`config.mk`:
```
export PLATFORM = sky130hd
export DESIGN_NAME = fetch_ifid_stage
export DESIGN_NICKNAME = d
export VERILOG_FILES = /design/src/rtl/pipeline_pkg.sv /design/src/rtl/fetch_ifid_stage_if_id_reg.sv /design/src/rtl/fetch_ifid_stage.sv
export SDC_FILE = /design/constraint.sdc
export NUM_CORES = 1
export LEC_CHECK = 0
export ABC_AREA = 1
export CORE_MARGIN = 1.5
export CORE_UTILIZATION = 49
export CTS_CLUSTER_SIZE = 24
export DETAILED_ROUTE_END_ITERATION = 6
export PLACE_DENSITY = 0.82
export SYNTH_ARGS = -nofsm -noshare
export SYNTH_HDL_FRONTEND = slang
export SYNTH_SLANG_ARGS = --single-unit
```
`constraint.sdc`:
```
create_clock -name clk -period 2.83 [get_ports clk]
set_input_delay 0.849 -clock clk [delete_from_list [all_inputs] [get_ports clk]]
set_output_delay 0.849 -clock clk [all_outputs]
set_load 0.1 [all_outputs]
```
`src/rtl/pipeline_pkg.sv`:
```
// Shared definitions for the 16-bit 5-stage pipeline.
// Contents: opcode constants, bubble instruction word, fetch state
// encoding and the bit positions of the instruction fields.
package pipeline_pkg;

  localparam logic [3:0]  OPC_LW    = 4'h8;
  localparam logic [3:0]  OPC_HLT   = 4'hF;
  localparam logic [15:0] NOP_INSTR = 16'h0000;

  // Instruction field positions: [15:12] opcode, [7:4] rs, [3:0] rt
  localparam int OPC_MSB = 15;
  localparam int OPC_LSB = 12;
  localparam int RS_MSB  = 7;
  localparam int RS_LSB  = 4;
  localparam int RT_MSB  = 3;
  localparam int RT_LSB  = 0;

  typedef enum logic [1:0] {
    FETCH     = 2'd0,
    HALT_WAIT = 2'd1,
    HALTED    = 2'd2
  } fetch_state_t;

endpackage

```
`src/rtl/fetch_ifid_stage_if_id_reg.sv`:
```
// if_id_reg: hold/squash-capable pipeline register for IF/ID.
// Ports:
//   clk, rst          clock and synchronous active-high reset
//   stall             hold current contents
//   flush             load a bubble (wins over stall)
//   bubble            load a bubble when not stalled
//   d_instr/d_pc_plus2/d_valid   next-stage fields
//   q_instr/q_pc_plus2/q_valid   registered fields
module if_id_reg
  import pipeline_pkg::*;
#(
  parameter logic [15:0] BUBBLE_INSTR = NOP_INSTR
) (
  input  logic        clk,
  input  logic        rst,
  input  logic        stall,
  input  logic        flush,
  input  logic        bubble,
  input  logic [15:0] d_instr,
  input  logic [15:0] d_pc_plus2,
  input  logic        d_valid,
  output logic [15:0] q_instr,
  output logic [15:0] q_pc_plus2,
  output logic        q_valid
);

  logic [15:0] instr_reg;
  logic [15:0] pc_plus2_reg;
  logic        valid_reg;

  always_ff @(posedge clk) begin
    if (rst || flush) begin
      instr_reg    <= BUBBLE_INSTR;
      pc_plus2_reg <= 16'h0000;
      valid_reg    <= 1'b0;
    end else if (stall) begin
      instr_reg    <= instr_reg;
      pc_plus2_reg <= pc_plus2_reg;
      valid_reg    <= valid_reg;
    end else if (bubble) begin
      instr_reg    <= BUBBLE_INSTR;
      pc_plus2_reg <= 16'h0000;
      valid_reg    <= 1'b0;
    end else begin
      instr_reg    <= d_instr;
      pc_plus2_reg <= d_pc_plus2;
      valid_reg    <= d_valid;
    end
  end

  assign q_instr    = instr_reg;
  assign q_pc_plus2 = pc_plus2_reg;
  assign q_valid    = valid_reg;

endmodule

```
`src/rtl/fetch_ifid_stage.sv`:
```
// fetch_ifid_stage: PC, instruction fetch and IF/ID register.
// Ports:
//   clk, rst        clock, synchronous active-high reset
//   stall           load-use stall: hold PC and IF/ID
//   flush           taken branch from Decode: redirect, squash IF/ID
//   branch_target   redirect PC when flush=1
//   imem_addr       instruction memory address (= PC)
//   imem_data       instruction word for imem_addr, same cycle
//   if_id_*         registered instruction, PC+2, valid and field slices
//   halted          HLT has drained past Decode
//   stall_count     saturating count of qualifying stall cycles
module fetch_ifid_stage
  import pipeline_pkg::*;
#(
  parameter logic [15:0] RESET_PC   = 16'h0000,
  parameter logic [3:0]  HLT_OPCODE = OPC_HLT,
  parameter logic [15:0] NOP_INSTR  = pipeline_pkg::NOP_INSTR
) (
  input  logic        clk,
  input  logic        rst,
  input  logic        stall,
  input  logic        flush,
  input  logic [15:0] branch_target,
  output logic [15:0] imem_addr,
  input  logic [15:0] imem_data,
  output logic [15:0] if_id_instr,
  output logic [15:0] if_id_pc_plus2,
  output logic        if_id_valid,
  output logic [3:0]  if_id_opcode,
  output logic [3:0]  if_id_rs,
  output logic [3:0]  if_id_rt,
  output logic        halted,
  output logic [15:0] stall_count
);

  fetch_state_t state_reg, state_next;
  logic [15:0]  pc_reg, pc_next;
  logic [15:0]  stall_count_reg, stall_count_next;
  logic [15:0]  pc_plus2;
  logic         fetch_is_hlt;
  logic         reg_stall, reg_flush, reg_bubble;

  assign pc_plus2     = pc_reg + 16'd2;
  assign fetch_is_hlt = (imem_data[OPC_MSB:OPC_LSB] == HLT_OPCODE);

  always_ff @(posedge clk) begin
    if (rst) begin
      state_reg       <= FETCH;
      pc_reg          <= RESET_PC;
      stall_count_reg <= 16'h0000;
    end else begin
      state_reg       <= state_next;
      pc_reg          <= pc_next;
      stall_count_reg <= stall_count_next;
    end
  end

  always_comb begin
    state_next = state_reg;
    pc_next    = pc_reg;
    reg_stall  = 1'b0;
    reg_flush  = 1'b0;
    reg_bubble = 1'b0;
    unique case (state_reg)
      FETCH: begin
        if (flush) begin
          // A HLT in the branch shadow is simply not taken.
          pc_next   = branch_target;
          reg_flush = 1'b1;
        end else if (stall) begin
          reg_stall = 1'b1;
        end else if (fetch_is_hlt) begin
          // HLT enters IF/ID; PC parks on it while it drains.
          state_next = HALT_WAIT;
        end else begin
          pc_next = pc_plus2;
        end
      end
      HALT_WAIT: begin
        if (flush) begin
          pc_next    = branch_target;
          reg_flush  = 1'b1;
          state_next = FETCH;
        end else if (stall) begin
          reg_stall = 1'b1;
        end else begin
          reg_bubble = 1'b1;
          state_next = HALTED;
        end
      end
      HALTED: begin
        reg_bubble = 1'b1;
      end
      default: begin
        reg_bubble = 1'b1;
        state_next = FETCH;
      end
    endcase
  end

  // Counts stall cycles that actually hold the pipeline (flush overrides).
  always_comb begin
    stall_count_next = stall_count_reg;
    if (stall && !flush && (state_reg != HALTED) && (stall_count_reg != 16'hFFFF))
      stall_count_next = stall_count_reg + 16'd1;
  end

  if_id_reg #(
    .BUBBLE_INSTR (NOP_INSTR)
  ) u_if_id (
    .clk        (clk),
    .rst        (rst),
    .stall      (reg_stall),
    .flush      (reg_flush),
    .bubble     (reg_bubble),
    .d_instr    (imem_data),
    .d_pc_plus2 (pc_plus2),
    .d_valid    (1'b1),
    .q_instr    (if_id_instr),
    .q_pc_plus2 (if_id_pc_plus2),
    .q_valid    (if_id_valid)
  );

  assign imem_addr    = pc_reg;
  assign if_id_opcode = if_id_instr[OPC_MSB:OPC_LSB];
  assign if_id_rs     = if_id_instr[RS_MSB:RS_LSB];
  assign if_id_rt     = if_id_instr[RT_MSB:RT_LSB];
  assign halted       = (state_reg == HALTED);
  assign stall_count  = stall_count_reg;

endmodule
```
==> flow_metrics.py <==
metrics = {
    "pwr": {
        "p_leak_nw": 1.88,
        "max-vdd-ir-drop_uv": 406,
        "power_density_nw_per_um2": 547,
        "totalPowerFinal_mw": 2.44,
    },
    "placed_design": {
        "dp_cells": 651,
        "dpl-instance-area_um2": 4260,
        "pre_cts_ws_ns": 0.290,
        "port_buffers": 113,
        "hpwl_um": 6640,
        "gp_congestion": 0.986,
    },
    "cts": {
        "clockBufferDepth": 2,
        "holdBufCountCts": 0,
        "htreeDepth": 3,
        "clk_pin_slew_ns": 0.06,
        "clock_sinks": 67,
        "cts_tree": "done",
        "ctsResizeCount": 0,
        "cts_buffers": 9,
        "insertion_delay_ns": 0.34,
        "cts_root_buf": "clkbuf_8",
        "post_cts_buffers": 0,
    },
    "logic_synthesis": {
        "yosysMostFrequentCell": "nand2_1",
        "synthesis.area_um2": 3340,
        "synth_seq_cells": 67,
        "synth_edf_count": 0,
        "synth_top_cell_area_share_pct": 40.1,
        "yosys_warnings": 0,
        "yosys-top-cells-count": "nand2_1 (150), dfxtp_1 (67), a21oi_1 (57)",
        "synth_top_area_cell": "dfxtp_1",
        "avgSynthCellArea_um2": 6.90,
        "yosysUniqueCellTypes": 30,
        "synth_flop_cell": "dfxtp_1",
        "synthCells": 484,
        "synthTopCellsByArea": "dfxtp_1 (40%), nand2_1 (17%), a21oi_1 (8.5%)",
        "syn_nets": 522,
        "synth-seq-area-share_pct": 40.1,
        "async_reset_ff_share_pct": 0,
    },
    "die": {
        "die_w_um": 85.6,
        "row_count": 29,
        "core_um2": 6460,
        "fp.dieH_um": 85.6,
        "fp.dieArea_um2": 7320,
        "start_util_pct": 51.7,
        "io-pin-count": 114,
    },
    "cells_and_area": {
        "layout.cells.non_filler": 666,
        "syn2layout_area_growth_pct": 33.2,
        "utilization_pct": 68.9,
        "antenna_cells": 0,
        "final_nets": 623,
        "final_area_um2": 4450,
        "drive_gt1_share_pct": 20.5,
    },
    "detailed_routing": {
        "drtPass1Iterations": 7,
        "drtAntennaViolNets": 0,
        "totalWireLength_um": 9010,
        "num_vias": 3521,
        "drt_iter0_drc": 214,
        "drc_errors": 13,
        "avgRoutedWirePerCell_um": 13.5,
        "viasPerCell": 5.29,
    },
    "timing": {
        "setup-tns-final_ns": 0,
        "fin_crit_sh_pct": 79.1,
        "setup_viol": 0,
        "worst_pin_slew_ns": 0.634,
        "relSlewSlack_pct": 57.7,
        "rsz0062_at_grt": "false",
        "hold_viol_final": 0,
        "max_freq_mhz": 447,
        "fin_ws_ns": 0.592,
        "timing.hold.ws_ns": 0.466,
        "finalClockSkew_ns": 0.00712,
        "fin_crit_ns": 2.24,
        "slew_violations": 0,
    },
    "global_route": {
        "grt_pass1_vias": 3189,
        "track_usage_pct": 24.9,
        "grt_pass1_wl_um": 14600,
        "grt_max_degree": 34,
        "overflow": 0,
        "antenna_found_initial": 0,
    },
    "worst_setup_path": {
        "worstSetupEndpointType": "output pin",
        "cp.required_ns": 1.98,
        "path_class": "flip-flop to output pin",
        "startpoint_type": "flip-flop",
        "worstPathArrival_ns": 1.39,
        "critPathMaxFanout": 6,
    },
    "run_status": {
        "violations": "design-rule violations",
        "status": "finished, violations left",
    },
    "worst_hold_path": {
        "hold_class": "flip-flop to flip-flop",
    },
    "run": {
        "cap_violations": 0,
    },
}
## layer usage
| layer | global-route usage, % | wire (µm) | vias up | share of wire [%] |
|---|---|---|---|---|
| met2 | 41.3 | 4180 | 121 | 46 |
| met1 | 32.1 | 4000 | 1614 | 44 |
| met3 | 4.62 | 681 | 14 | 7.6 |
| met5 | 0 | 0 | - | 0 |
| li1 | - | - | 1772 | - |
| met4 | 9.53 | 155 | 0 | 1.7 |
## worst paths after layout
path | start | end | slack, ns | cells after the start
max reg2reg | stall_count[0]$_SDFFE_PP0P_ | stall_count[2]$_SDFFE_PP0P_ | 0.98 | 8
max | state_reg[1]$_SDFFE_PP0P_ | halted | 0.59 | 3
min reg2reg | u_if_id.q_instr[8]$_SDFFE_PP0N_ | u_if_id.q_instr[8]$_SDFFE_PP0N_ | 0.47 | 2
min | u_if_id.q_instr[8]$_SDFFE_PP0N_ | u_if_id.q_instr[8]$_SDFFE_PP0N_ | 0.47 | 2
## layout by cell type (no fill, tap or decap), types with 2 or more instances in the layout
master,netlist,routed
nand2_1,150,150
buf_4,12,88
dfxtp_1,67,67
a21oi_1,57,57
nor2_1,40,39
clkdlybuf4s50_1,0,35
inv_1,28,28
nand3_1,27,27
o21ai_0,22,22
nand4_1,11,11
clkbuf_8,0,11
xor2_1,10,10
a22oi_1,10,10
nor2_2,4,5
a21oi_2,5,5
nand2_2,3,3
inv_2,2,2
o21ai_2,2,2
xnor2_1,2,2
nor3_1,2,2
a21o_1,2,2
ha_1,2,2
clkbuf_1,10,2
## logic make-up after synthesis
group,synth area share (%)
mux,0.300
compound gates,16.6
fa+ha+maj,0.749
flops,40.1
buf+inv,9.18
xor+xnor,3.15
simple gates,29.9
## critical path: stages (launching register included)
cell and delay (ns):
dfxtp_1 0.45, inv_1 0.09, nor2_1 0.18, buf_4 0.34
## power by group
part | switching (mW) | internal (mW) | total, mW
registers | 0.0428 | 0.982 | 1.02
clock network | 0.337 | 0.450 | 0.787
logic | 0.467 | 0.156 | 0.624
total | 0.847 | 1.59 | 2.44
## layout make-up
| cell class | count | area [µm²] |
|---|---|---|
| flip-flops and latches | 67 | 1340 |
| multi-input cells | 354 | 1700 |
| repair buffers | 123 | 1010 |
| clock inverters | 2 | 35.0 |
| well taps | 77 | 96.3 |
| clock buffers | 13 | 159 |
| inverters | 30 | 113 |
| fillers | 554 | 2010 |
Note: power is estimated with default switching activity, not from simulation.
==> RTL change: new RTL, same flow settings <==
Encoding of `fetch_state_t`: now one-hot (3 bits for 3 states).
--- a/src/rtl/pipeline_pkg.sv
+++ b/src/rtl/pipeline_pkg.sv
@@ -16,8 +16,8 @@
   localparam int RT_LSB  = 0;
 
-  typedef enum logic [1:0] {
-    FETCH     = 2'd0,
-    HALT_WAIT = 2'd1,
-    HALTED    = 2'd2
+  typedef enum logic [2:0] {
+    FETCH     = 3'b001,
+    HALT_WAIT = 3'b010,
+    HALTED    = 3'b100
   } fetch_state_t;
 
Formal check against the unedited RTL: no difference found for any inputs over 10 cycles, from zero or initial values and one cycle with rst high; not proved beyond that.
==> RTL change against the original RTL <==
Sequential share of layout area is 1.6 points lower. Sequential cell count up 1. Register-to-register slack worse by 0.07 ns. First-iteration DRC count unchanged. Non-clock buffer count fell by 3. Area after synthesis rose by 8.2%. Routed wire length is 6.6% higher. Design area up 7.3%. Worst setup slack worse by 0.0019 ns. Via count grew 6.3%. Synthesized cell count increased by 9.3%. Largest cell class unchanged.
Power is not compared: it rests on default switching activity, and its combinational part moved more than twofold at a synthesized area within 25%.
==> RTL change: results (changes against the original RTL) <==
[power]
p_sw_frac=0.448
p_leak_nw=2.04
peakVddDrop_mv=0.374

[worst_setup_path]
cpPeakStageDelay_ns=0.59  ; +0.14 ns
reg2reg_depth=7  ; -1
crit_fanout=10  ; +4
critPathArrivalTime_ns=2.50  ; +1.11 ns
crit_family=buffers and inverters
slowest_stage=clkdlybuf4s50_1

[placement]
place_ws_ns=0.279  ; -0.0113 ns
dpl.hpwl_um=7160  ; +7.9%
io_buffers=113  ; unchanged
place_congestion=0.900  ; -8.7%
placedCellCount=719  ; +10%

[final_layout]
postLayoutCoreUtil=0.666  ; -0.0235
fin_nets=669  ; +7.4%
drive_above_1_share=0.222  ; +0.0163
antenna_cells=0  ; unchanged

[synth]
async_reset_ff_frac=0  ; unchanged
synth_cell_types=32  ; +6.7%
syn_avg_cell_area_um2=6.83  ; -1.0%
synth_nets=567  ; +8.6%
ys_top_cells_by_count=nand2_1 (194), dfxtp_1 (68), a21oi_1 (52)
ys_seq_area_frac=0.377  ; -0.0248
synth.area.top_cells=dfxtp_1 (38%), nand2_1 (20%), a21oi_1 (7.2%), nor2_1 (5.0%), nand3_1 (3.9%)
yosys_most_used_dff=dfxtp_1
ys_warn_count=0  ; unchanged

[routing]
route.vias.total=3742  ; +6.3%
drtIter0Drc=214  ; unchanged
wl_per_cell_um=13.1  ; -3.4%
wirelength_um=9600  ; +6.6%
drtPass1Iterations=4  ; -3

[grt]
first_global_vias=3325  ; +4.3%
grt_util_all_layers=0.248  ; -0.000625
antenna_found_initial=0  ; unchanged
grt_pass1_wl_um=15200  ; +4.7%
grt_max_degree=34  ; unchanged

[clocking]
cts_resized=0  ; unchanged
cts_made_buffers=9  ; unchanged
clock_latency_ns=0.33
cts-htree-levels=3  ; unchanged
clock_path_buffers=2  ; unchanged
path_clk_slew_ns=0.07
cts_setup_buffers=0  ; unchanged
root_buffer=clkbuf_8

[hold_path]
whs_path_depth=2  ; unchanged
worstHoldPathType=register to register

[run_status]
outcome=completed

[timing]
tightest_slew_ns=0.450  ; -0.184 ns
hold_viol_final=0  ; unchanged
clock-skew-final_ns=0.00823  ; +0.00111 ns

[flow_run]
max_cap_viol_count=0  ; unchanged

RTL change: final cells by class:
type,instances,area [um^2]
inverters,30,113
fillers,649,2400
multi-input cells,402,1940
clock inverters,6,87.6
repair buffers,120,1010
flip-flops and latches,68,1360
clock buffers,10,138
well taps,99,124
RTL change: power groups by stage:
stage | registers [mW] | logic (mW) | clock network [mW]
2_1_floorplan | 1.72 | 0.529 | 0
3_3_place_gp | 1.16 | 1.37 | 0
3_5_place_dp | 1.16 | 1.39 | 0
4_1_cts | 1.14 | 1.39 | 0.909
5_1_grt | 1.15 | 1.47 | 0.950
6_report | 1.14 | 1.39 | 0.891
RTL change: cell families after synthesis:
family | after synthesis | synth area share
DFF | 68 | 0.377
and+or+nand+nor | 309 | 0.373
adders and majority gates | 2 | 0.00692
xor gates and xnor gates | 11 | 0.0267
buffers and inverters | 59 | 0.0866
AOI/OAI and AO/OA | 80 | 0.130
RTL change: worst reg2reg max path: stages (launching register included):
cell	delay [ns]
dfxtp_1	0.47
ha_1	0.31
nand2_2	0.10
nor2_4	0.17
nand2_4	0.09
o21bai_4	0.40
nand2_1	0.15
a21oi_2	0.16
RTL change: stage by stage:
stage          total power, mW  instance area [um^2]
3_5_place_dp              2.55                  4550
6_report                  3.42                  4780
4_1_cts                   3.44                  4780
2_1_floorplan             2.25                  3610
3_3_place_gp              2.53                  4550
5_1_grt                   3.57                  4780
RTL change: path summary, 6_finish.rpt:
check                   startpoint                    end  slack [ns]
max reg2reg         stall_count[0]         stall_count[4]        0.91
min          u_if_id.q_pc_plus2[4]  u_if_id.q_pc_plus2[4]        0.47
min reg2reg  u_if_id.q_pc_plus2[4]  u_if_id.q_pc_plus2[4]        0.47
max                          flush    u_if_id.q_instr[12]        0.59
RTL change: routing by layer:
metal	wire length, um	share of wire	GRT usage
met5	0	0	0
met2	4560	0.47	0.424
met4	110	0.011	0.0923
met3	613	0.064	0.0410
met1	4320	0.45	0.314
